`config.mk`:
```
export PLATFORM = sky130hd
export DESIGN_NAME = mfsk_dds_mod
export DESIGN_NICKNAME = d
export VERILOG_FILES = /design/src/rtl/mfsk_pkg.sv /design/src/rtl/mfsk_sine_lut.sv /design/src/rtl/mfsk_dds_mod.sv
export SDC_FILE = /design/constraint.sdc
export NUM_CORES = 1
export LEC_CHECK = 0
export CAP_MARGIN = 20
export CORE_AREA = 2 2 123 125
export CTS_CLUSTER_DIAMETER = 200
export DETAILED_ROUTE_END_ITERATION = 7
export DIE_AREA = 0 0 125 127
export HOLD_SLACK_MARGIN = 0.1
export PLACE_DENSITY = 0.77
export SYNTH_ARGS = -nofsm -noshare
export SYNTH_HDL_FRONTEND = slang
export SYNTH_SLANG_ARGS = --single-unit
```
`constraint.sdc`:
```
create_clock -name clk -period 4.3 [get_ports clk]
set_clock_uncertainty 0.2 [all_clocks]
set_input_delay 0.43 -clock clk [delete_from_list [all_inputs] [get_ports clk]]
set_output_delay 0.43 -clock clk [all_outputs]
set_load 0.02 [all_outputs]
```
`src/rtl/mfsk_pkg.sv`:
```
// -----------------------------------------------------------------------------
// mfsk_pkg
// Shared definitions for the M-ary FSK DDS modulator:
//   - state_e    : modulator run state (IDLE, RUN)
//   - M          : tone count for the default symbol width
//   - ftw_of()   : tuning word of a symbol, base + sym*step (mod 2**64;
//                  callers truncate to their own phase width)
// -----------------------------------------------------------------------------
package mfsk_pkg;

    localparam int BITS_PER_SYM_DEF = 2;
    localparam int M                = 2 ** BITS_PER_SYM_DEF;

    typedef enum logic {
        IDLE = 1'b0,
        RUN  = 1'b1
    } state_e;

    // Computed at 64 bits; truncating the result to any narrower width gives
    // the correct modulo-2**W tuning word.
    function automatic logic [63:0] ftw_of(input logic [3:0]  sym,
                                           input logic [63:0] base,
                                           input logic [63:0] step);
        return base + step * 64'(sym);
    endfunction

endpackage

```
`src/rtl/mfsk_sine_lut.sv`:
```
// -----------------------------------------------------------------------------
// mfsk_sine_lut
// Quarter-wave sine ROM with sign/mirror folding. Two register stages:
// ROM read, then sign application. Output forced to 0 while not running.
// Ports:
//   clk      in   1       clock
//   rst_n    in   1       asynchronous active-low reset
//   run_i    in   1       modulator running; low clears both stages
//   phase_i  in   OUT_W   phase (top accumulator bits)
//   sin_o    out  OUT_W   signed sine sample, 2 cycles after phase_i
// -----------------------------------------------------------------------------
module mfsk_sine_lut #(
    parameter int OUT_W = 10
) (
    input  logic                    clk,
    input  logic                    rst_n,
    input  logic                    run_i,
    input  logic [OUT_W-1:0]        phase_i,
    output logic signed [OUT_W-1:0] sin_o
);

    localparam int Q     = 2 ** (OUT_W - 2);
    localparam int MAG_W = OUT_W - 1;
    localparam longint AMP = (longint'(1) << (OUT_W - 1)) - 1;

    // Bhaskara approximation of sin() sampled at the centre of each quarter
    // bin, so that mirroring the index (~idx) is an exact symmetry.
    function automatic logic [MAG_W-1:0] quarter_sine(input int i);
        longint a;
        longint num;
        longint den;
        a   = (2 * longint'(i) + 1) * (4 * longint'(Q) - 2 * longint'(i) - 1);
        num = 4 * a * AMP;
        den = 20 * longint'(Q) * longint'(Q) - a;
        return MAG_W'(num / den);
    endfunction

    logic [MAG_W-1:0] rom [Q];

    for (genvar gi = 0; gi < Q; gi++) begin : g_rom
        assign rom[gi] = quarter_sine(gi);
    end

    logic [1:0]       quad;
    logic [OUT_W-3:0] idx;
    logic [OUT_W-3:0] addr;

    assign quad = phase_i[OUT_W-1 -: 2];
    assign idx  = phase_i[OUT_W-3:0];
    // Quadrants 1 and 3 run the quarter wave backwards.
    assign addr = quad[0] ? ~idx : idx;

    logic [MAG_W-1:0]        mag_q;
    logic                    neg_q;
    logic signed [OUT_W-1:0] sin_q;
    logic signed [OUT_W-1:0] mag_s;

    assign mag_s = $signed({1'b0, mag_q});

    always_ff @(posedge clk or negedge rst_n) begin
        if (!rst_n) begin
            mag_q <= '0;
            neg_q <= 1'b0;
            sin_q <= '0;
        end else begin
            mag_q <= run_i ? rom[addr] : '0;
            neg_q <= run_i & quad[1];
            if (!run_i)
                sin_q <= '0;
            else
                sin_q <= neg_q ? -mag_s : mag_s;
        end
    end

    assign sin_o = sin_q;

endmodule

```
`src/rtl/mfsk_dds_mod.sv`:
```
// -----------------------------------------------------------------------------
// mfsk_dds_mod
// M-ary FSK modulator. Serial bits are packed MSB-first into BITS_PER_SYM-bit
// symbols; each symbol selects tone base + sym*step of a phase-continuous DDS.
// One symbol is held on air (cur) and one buffered (next); a symbol boundary
// occurs every SYM_CYCLES RUN cycles.
// Optional feature macro: MFSK_SINE_LUT_EN adds sin_out fed by mfsk_sine_lut.
// Ports:
//   clk, rst_n            clock, asynchronous active-low reset
//   enable                run; low returns to IDLE and flushes all state
//   bit_in/bit_valid      serial bit input, handshake with bit_ready
//   bit_ready             next buffer empty while running
//   ftw_base, ftw_step    tuning words, sampled at symbol boundaries/idle
//   sym_strobe, underrun  1-cycle boundary pulses
//   sq_out, phase_out     accumulator MSB / top OUT_W bits, 1 cycle after acc
//   sin_out               signed sine sample (MFSK_SINE_LUT_EN only)
// -----------------------------------------------------------------------------
module mfsk_dds_mod
    import mfsk_pkg::*;
#(
    parameter int PHASE_W      = 32,
    parameter int OUT_W        = 10,
    parameter int BITS_PER_SYM = BITS_PER_SYM_DEF,
    parameter int SYM_CYCLES   = 64
) (
    input  logic                    clk,
    input  logic                    rst_n,
    input  logic                    enable,
    input  logic                    bit_in,
    input  logic                    bit_valid,
    output logic                    bit_ready,
    input  logic [PHASE_W-1:0]      ftw_base,
    input  logic [PHASE_W-1:0]      ftw_step,
    output logic                    sym_strobe,
    output logic                    underrun,
    output logic                    sq_out,
`ifdef MFSK_SINE_LUT_EN
    output logic [OUT_W-1:0]        phase_out,
    output logic signed [OUT_W-1:0] sin_out
`else
    output logic [OUT_W-1:0]        phase_out
`endif
);

    localparam int CNT_W = (SYM_CYCLES > 1) ? $clog2(SYM_CYCLES) : 1;
    localparam int BC_W  = $clog2(BITS_PER_SYM) + 1;

    state_e                  state_q, state_d;
    logic [PHASE_W-1:0]      acc_q, acc_d;
    logic [PHASE_W-1:0]      ftw_q, ftw_d;
    logic [CNT_W-1:0]        cnt_q, cnt_d;
    logic [BITS_PER_SYM-1:0] collect_q, collect_d;
    logic [BC_W-1:0]         nbits_q, nbits_d;
    logic [BITS_PER_SYM-1:0] next_sym_q, next_sym_d;
    logic                    next_full_q, next_full_d;
    logic [BITS_PER_SYM-1:0] cur_sym_q, cur_sym_d;
    logic                    strobe_q, strobe_d;
    logic                    underrun_q, underrun_d;
    logic                    sq_q, sq_d;
    logic [OUT_W-1:0]        phase_q, phase_d;

    logic                    run;
    logic                    accept;
    logic                    completes;
    logic                    boundary;
    logic [BITS_PER_SYM-1:0] filled_sym;

    // Running means RUN now and staying in RUN; enable low flushes at once.
    assign run        = (state_q == RUN) & enable;
    assign bit_ready  = (state_q == RUN) & ~next_full_q;
    assign accept     = bit_valid & bit_ready;
    assign completes  = accept & (nbits_q == BC_W'(BITS_PER_SYM - 1));
    assign boundary   = run & (cnt_q == CNT_W'(SYM_CYCLES - 1));
    // Shift the incoming bit in below the bits collected so far.
    assign filled_sym = BITS_PER_SYM'({collect_q, bit_in});

    always_comb begin
        state_d     = enable ? RUN : IDLE;
        acc_d       = acc_q;
        ftw_d       = ftw_q;
        cnt_d       = cnt_q;
        collect_d   = collect_q;
        nbits_d     = nbits_q;
        next_sym_d  = next_sym_q;
        next_full_d = next_full_q;
        cur_sym_d   = cur_sym_q;
        strobe_d    = 1'b0;
        underrun_d  = 1'b0;
        sq_d        = acc_q[PHASE_W-1];
        phase_d     = acc_q[PHASE_W-1 -: OUT_W];

        if (!run) begin
            acc_d       = '0;
            cnt_d       = '0;
            collect_d   = '0;
            nbits_d     = '0;
            next_sym_d  = '0;
            next_full_d = 1'b0;
            cur_sym_d   = '0;
            // Idle tone is pre-loaded so the first symbol period carries tone 0.
            ftw_d       = PHASE_W'(ftw_of(4'd0, 64'(ftw_base), 64'(ftw_step)));
            if (!enable) begin
                sq_d    = 1'b0;
                phase_d = '0;
            end
        end else begin
            acc_d = acc_q + ftw_q;
            cnt_d = boundary ? '0 : cnt_q + 1'b1;

            if (accept) begin
                if (completes) begin
                    next_sym_d  = filled_sym;
                    next_full_d = 1'b1;
                    collect_d   = '0;
                    nbits_d     = '0;
                end else begin
                    collect_d = filled_sym;
                    nbits_d   = nbits_q + 1'b1;
                end
            end

            if (boundary) begin
                next_full_d = 1'b0;
                // A symbol completed in this very cycle is taken directly.
                if (next_full_q | completes) begin
                    cur_sym_d = next_full_q ? next_sym_q : filled_sym;
                    strobe_d  = 1'b1;
                end else begin
                    cur_sym_d  = '0;
                    underrun_d = 1'b1;
                end
                ftw_d = PHASE_W'(ftw_of(4'(cur_sym_d), 64'(ftw_base), 64'(ftw_step)));
            end
        end
    end

    always_ff @(posedge clk or negedge rst_n) begin
        if (!rst_n) begin
            state_q     <= IDLE;
            acc_q       <= '0;
            ftw_q       <= '0;
            cnt_q       <= '0;
            collect_q   <= '0;
            nbits_q     <= '0;
            next_sym_q  <= '0;
            next_full_q <= 1'b0;
            cur_sym_q   <= '0;
            strobe_q    <= 1'b0;
            underrun_q  <= 1'b0;
            sq_q        <= 1'b0;
            phase_q     <= '0;
        end else begin
            state_q     <= state_d;
            acc_q       <= acc_d;
            ftw_q       <= ftw_d;
            cnt_q       <= cnt_d;
            collect_q   <= collect_d;
            nbits_q     <= nbits_d;
            next_sym_q  <= next_sym_d;
            next_full_q <= next_full_d;
            cur_sym_q   <= cur_sym_d;
            strobe_q    <= strobe_d;
            underrun_q  <= underrun_d;
            sq_q        <= sq_d;
            phase_q     <= phase_d;
        end
    end

    assign sym_strobe = strobe_q;
    assign underrun   = underrun_q;
    assign sq_out     = sq_q;
    assign phase_out  = phase_q;

`ifdef MFSK_SINE_LUT_EN
    mfsk_sine_lut #(
        .OUT_W (OUT_W)
    ) u_sine (
        .clk     (clk),
        .rst_n   (rst_n),
        .run_i   (run),
        .phase_i (phase_q),
        .sin_o   (sin_out)
    );
`endif

endmodule

```
### Word level (Yosys, flattened, before mapping)

Index checks and enable logic that the tools add are counted.

* add/sub/neg operators: 4
* multiply operators: 1
* equal/unequal tests: 7
* mux-type cells: 33
* bitwise operators: 7
* reductions and logical operators: 2

Operator list (count)
* 2-to-1 mux 32 bit: 3
* adder 32 bit: 2
* multiplier 32 x 2 -> 32 bit: 1
* 2-to-1 mux 10 bit: 2
* 2-to-1 mux 2 bit: 10
* 2-to-1 mux 1 bit: 16
* 2-to-1 mux 6 bit: 2
* adder 6 x 1 -> 6 bit (second input constant): 1
* == test 6 bit (second input constant): 1
* != test 2 x 1 -> 1 bit (second input constant): 3
* != test 3 x 1 -> 1 bit (second input constant): 2
* AND 1 bit: 5
* AND reduction 2 bit: 2
* adder 2 x 1 -> 2 bit (second input constant): 1
* == test 2 x 1 -> 1 bit (second input constant): 1
* NOT 1 bit: 1
* OR 1 bit: 1

* bits in registers: 90
* input bits: 69
* output and inout port bits: 14
* logic and storage cells: 66

### Depth between registers and ports, before layout

* word-level depth: 12
* mapped depth: 18
* depth with buffers taken out: 17

### Worst setup path after synthesis

Ideal clock, no wire load.

* kind: reg2reg
* start: register next_full_q
* end: register ftw_q[31]
* setup time: 65 ps
* arrival time: 4102 ps
* required time: 4035 ps
* path slack: -67 ps
* stages on the path, launching flop included: 19
* buffers on the path: 1
* period minus slack after synthesis: 4367 ps
* cell sequence: dfrtp_1 > nand4b_1 > o31ai_2 > clkbuf_1 > nand2_1 > fa_1 > inv_1 > ha_1 > inv_1 > fa_1 > nor2b_1 > o31a_1 > o41ai_2 > o21ai_2 > a221oi_4 > o21ai_2 > o41a_1 > a31oi_1 > a211o_1

* word-level cells in the longest chain between the ends: 12
* elaborated cells on any way between the ends: 13
* classes of those cells: add/sub: 1; mul: 1; mux: 6; bitwise: 5

Ends and longest elaborated chain
* from (decl): RTL line mfsk_dds_mod.sv:55 `logic next_full_q, next_full_d;`
* from (signal assigned): RTL line mfsk_dds_mod.sv:160 `next_full_q <= next_full_d;`
* NOT 1 bit: RTL line mfsk_dds_mod.sv:70 `assign bit_ready = (state_q == RUN) & ~next_full_q;`
* AND 1 bit: RTL line mfsk_dds_mod.sv:70
* AND 1 bit: RTL line mfsk_dds_mod.sv:71 `assign accept = bit_valid & bit_ready;`
* AND 1 bit: RTL line mfsk_dds_mod.sv:72 `assign completes = accept & (nbits_q == BC_W'(BITS_PER_SYM - 1));`
* OR 1 bit: RTL line mfsk_dds_mod.sv:125 `if (next_full_q | completes) begin`
* 2-to-1 mux 2 bit *: RTL line mfsk_dds_mod.sv:125
* 2-to-1 mux 2 bit *: RTL line mfsk_dds_mod.sv:122 `if (boundary) begin`
* 2-to-1 mux 2 bit *: RTL line mfsk_dds_mod.sv:92 `if (!run) begin`
* multiplier 32 x 2 -> 32 bit *: RTL line mfsk_pkg.sv:24 `return base + step * 64'(sym);`
* adder 32 bit *: RTL line mfsk_pkg.sv:24
* 2-to-1 mux 32 bit *: RTL line mfsk_dds_mod.sv:122
* 2-to-1 mux 32 bit *: RTL line mfsk_dds_mod.sv:92
* to (signal assigned): RTL line mfsk_dds_mod.sv:155 `ftw_q <= ftw_d;`
* to (decl): RTL line mfsk_dds_mod.sv:50 `logic [PHASE_W-1:0] ftw_q, ftw_d;`

Every way passes the cells marked *; elsewhere a longest branch is shown, timed or not. The select of a mux whose other input is x is not followed.
A chain may end at the register's enable or synchronous reset.

### Worst setup path in the final report

* start: register next_full_q
* end: register ftw_q[27]

Same word-level chain as after synthesis.

==> results.toml <==
[outcome]
status = "finished, violations left"
violations = "setup timing"

[hold_path]
hold_start = "acc_q[25]"
min_path_type = "reg -> reg"
worstHoldPathCells = 1
min_to = "phase_out[3]"

[sta]
worst_slack_ns = -0.009930
rsz0062_at_grt = "yes"
worstMarginPinSlew_ns = 0.7489
finalCritPeriodShare_pct = 100.2
setup-violations-final = 1
final.min_clock_period_ns = 4.310
fmax_mhz = 232.0
final-hold-violation-count = 0
holdWs_ns = 0.2951
slew_viol_final = 0
relSlewSlack_pct = 50.07

[power_and_ir_drop]
p_leak_nw = 4.844
switchingPower_uw = 806.1
p_sw_share_pct = 32.04
finalPower_mw = 2.516
seq_power_share_pct = 37.7
pwr-share-clk_pct = 33.0
pwr_density_cell_nw_per_um2 = 256.9
pwr-share-comb_pct = 29.3
peakVddDrop_mv = 0.2326
p_int_mw = 1.710

[critical_path]
criticalPathCategory = "reg -> reg"
ff2ff_setup_slack_ns = -0.01
path_max_fanout = 5
rr_endpoint = "ftw_q[27]"
arrival_ns = 4.33
reg2reg_depth = 20
startpoint_type = "flip-flop"
cp-end-kind = "flip-flop"
r2r_start = "next_full_q"
crit_required_ns = 4.32

[yosys]
synth_common_cells = "nand2_1 (110), inv_1 (102), dfrtp_1 (89)"
synth_top_cell_area_share_pct = 29.55
synth_area_leader_cell = "dfrtp_1"
synth-edff-count = 0
syn_inst = 893
synth_nets = 1057
synth_cell_types = 65
synth_seq_cells = 89
syn-cell-area_um2 = 7537
syn_avg_cell_area_um2 = 8.440
synth_ff_type = "dfrtp_1"
synthTopCellsByArea = "dfrtp_1 (30%), ha_1 (10%), fa_1 (8.5%), nand2_1 (5.5%), a21oi_1 (5.2%)"
synth.yosys.seq_area_share_pct = 29.55
postSynth.asyncResetShare_pct = 100.0
yosys_warnings = 0
synth.most_common_cell = "nand2_1"

[floorplanning]
die-height_um = 127
die_area_um2 = 15880
initial_core_util_pct = 52.26
coreArea_um2 = 14420
io_pins = 83
die_width_um = 125
rows = 44

[drt]
drtIter0Drc = 553
viasPerCell = 5.641
antenna_left = 0
totalWireLength_um = 19530
drt-wirelength-per-cell_um = 15.98
drcViolationCount = 0
vias = 6893
dr.pass1.iters = 5

[job]
cap_viol_max_count = 0

[finish]
finish.utilization_pct = 67.89
antennaDiodeCount = 0
fin_cells = 1222
layout-drive-gt1-share_pct = 14.93
syn2layout_area_growth_pct = 29.91
fin_nets = 1197
num-fill-cells = 1143

[clock_tree]
cts_tree = "built"
cts-root-buf = "clkbuf_16"
h-tree-depth = 3
clk_latency_ns = 0.35
clk_pin_slew_worst_paths_ns = 0.07
numCtsBuffers = 9
clock-sinks = 89
cts.path.max_buffers = 2

[grt]
grt_max_degree = 57
grt_pass1_wl_um = 31340
grt_use_total_pct = 24.02
grt_pass1_vias = 6445
antenna_found_initial = 0
grt_overflow = 0

[place]
dp_slack_ns = -0.4821
portBuffers = 82
place_hpwl_um = 13900
gp_congestion = 0.8993
placedCellCount = 1185
-- through the flow --
stage	area (um^2)	setup TNS, ns
6_report	9792	-0.009930
5_1_grt	9792	-0.6373
4_1_cts	9442	-0.1881
3_5_place_dp	8985	-4.877
3_3_place_gp	8985	-3.614
2_1_floorplan	7540	0
-- how the worst max path moves through the flow --
stage                     start  slack [ns]  cells after the start   endpoint
finish              next_full_q       -0.01                     20  ftw_q[27]
detailed placement    bit_valid       -0.48                     20  ftw_q[31]
global placement      bit_valid       -0.39                     20  ftw_q[31]
global route        next_full_q       -0.17                     20  ftw_q[27]
floorplan           next_full_q        0.02                     18  ftw_q[31]
CTS                 next_full_q       -0.11                     19  ftw_q[31]
-- per-layer routing --
layer	vias to the layer above	wire length, um	global-route usage, %
met1	3314	8724	33.31
met3	27	925	2.596
met2	204	9552	40.51
met4	0	325	6.471
met5	-	0	0
li1	3348	-	-
-- cells in the final DEF (no fill, tap or decap), types with 21 or more instances in the layout --
cell type | netlist | layout
nand2_1 | 110 | 105
inv_1 | 102 | 99
dfrtp_1 | 89 | 89
clkdlybuf4s50_1 | 0 | 79
buf_4 | 1 | 75
a21oi_1 | 78 | 71
nor2_1 | 66 | 65
ha_1 | 63 | 53
a21o_1 | 37 | 37
o21ai_0 | 37 | 32
xnor2_1 | 31 | 31
fa_1 | 32 | 31
xor2_1 | 26 | 26
and3_1 | 22 | 21
-- power groups by stage --
stage / clock, mW / sequential, mW / combinational [mW]
floorplan: 0 / 0.954 / 0.481
global placement: 0 / 0.962 / 0.688
detailed placement: 0 / 0.964 / 0.703
CTS: 0.843 / 0.948 / 0.716
global route: 0.878 / 0.955 / 0.819
finish: 0.831 / 0.949 / 0.736
-- sequential cells by signal, summed over array words and instances (netlist names) --
register     flops
acc_q           32
cnt_q            6
collect_q        1
ftw_q           32
nbits_q          2
next_full_q      1
next_sym_q       2
phase_out       10
state_q          1
sym_strobe       1
underrun         1
-- cells by family after synthesis --
kind of cell / count (synthesis) / synth area share (%)
fa+ha+maj: 95 / 18.96
buf+inv: 141 / 7.188
xor+xnor: 57 / 6.624
simple gates: 270 / 16.58
mux: 2 / 0.2656
flops: 89 / 29.55
compound gates: 239 / 20.83
-- timing repair --
| item | CTS | global route |
|---|---|---|
| resized for setup | 22 | 41 |
| buffers inserted | 9 | 10 |
| pin swaps | 17 | 28 |
| hold buffers | 1 | 0 |
| endpoints found under the hold margin | 55 | 0 |
| cloned | 0 | 1 |
| setup endpoints to repair | 8 | 16 |
-- worst max-delay path: stages (launching register included) --
cell      delay [ns]
dfrtp_1         0.38
nand4b_1        0.19
buf_6           0.16
o31ai_4         0.25
buf_12          0.16
nand2_4         0.05
fa_1            0.49
inv_2           0.05
ha_4            0.16
inv_2           0.05
fa_2            0.22
nor2b_4         0.05
o31a_1          0.28
o41ai_4         0.30
o21ai_4         0.11
a221oi_4        0.32
o21ai_2         0.14
buf_4           0.15
a21oi_2         0.15
mux2i_1         0.21
o211ai_1        0.11
-- cell type report --
class | instances | area [um^2] | area share, %
multi-input cells | 663 | 5085 | 51.93
flip-flops and latches | 89 | 2227 | 22.74
repair buffers | 168 | 1558 | 15.91
inverters | 102 | 382.9 | 3.910
well taps | 184 | 230.2 | 2.351
clock buffers | 9 | 225.2 | 2.300
clock inverters | 7 | 83.83 | 0.8561
Note: power is estimated with default switching activity, not from simulation.
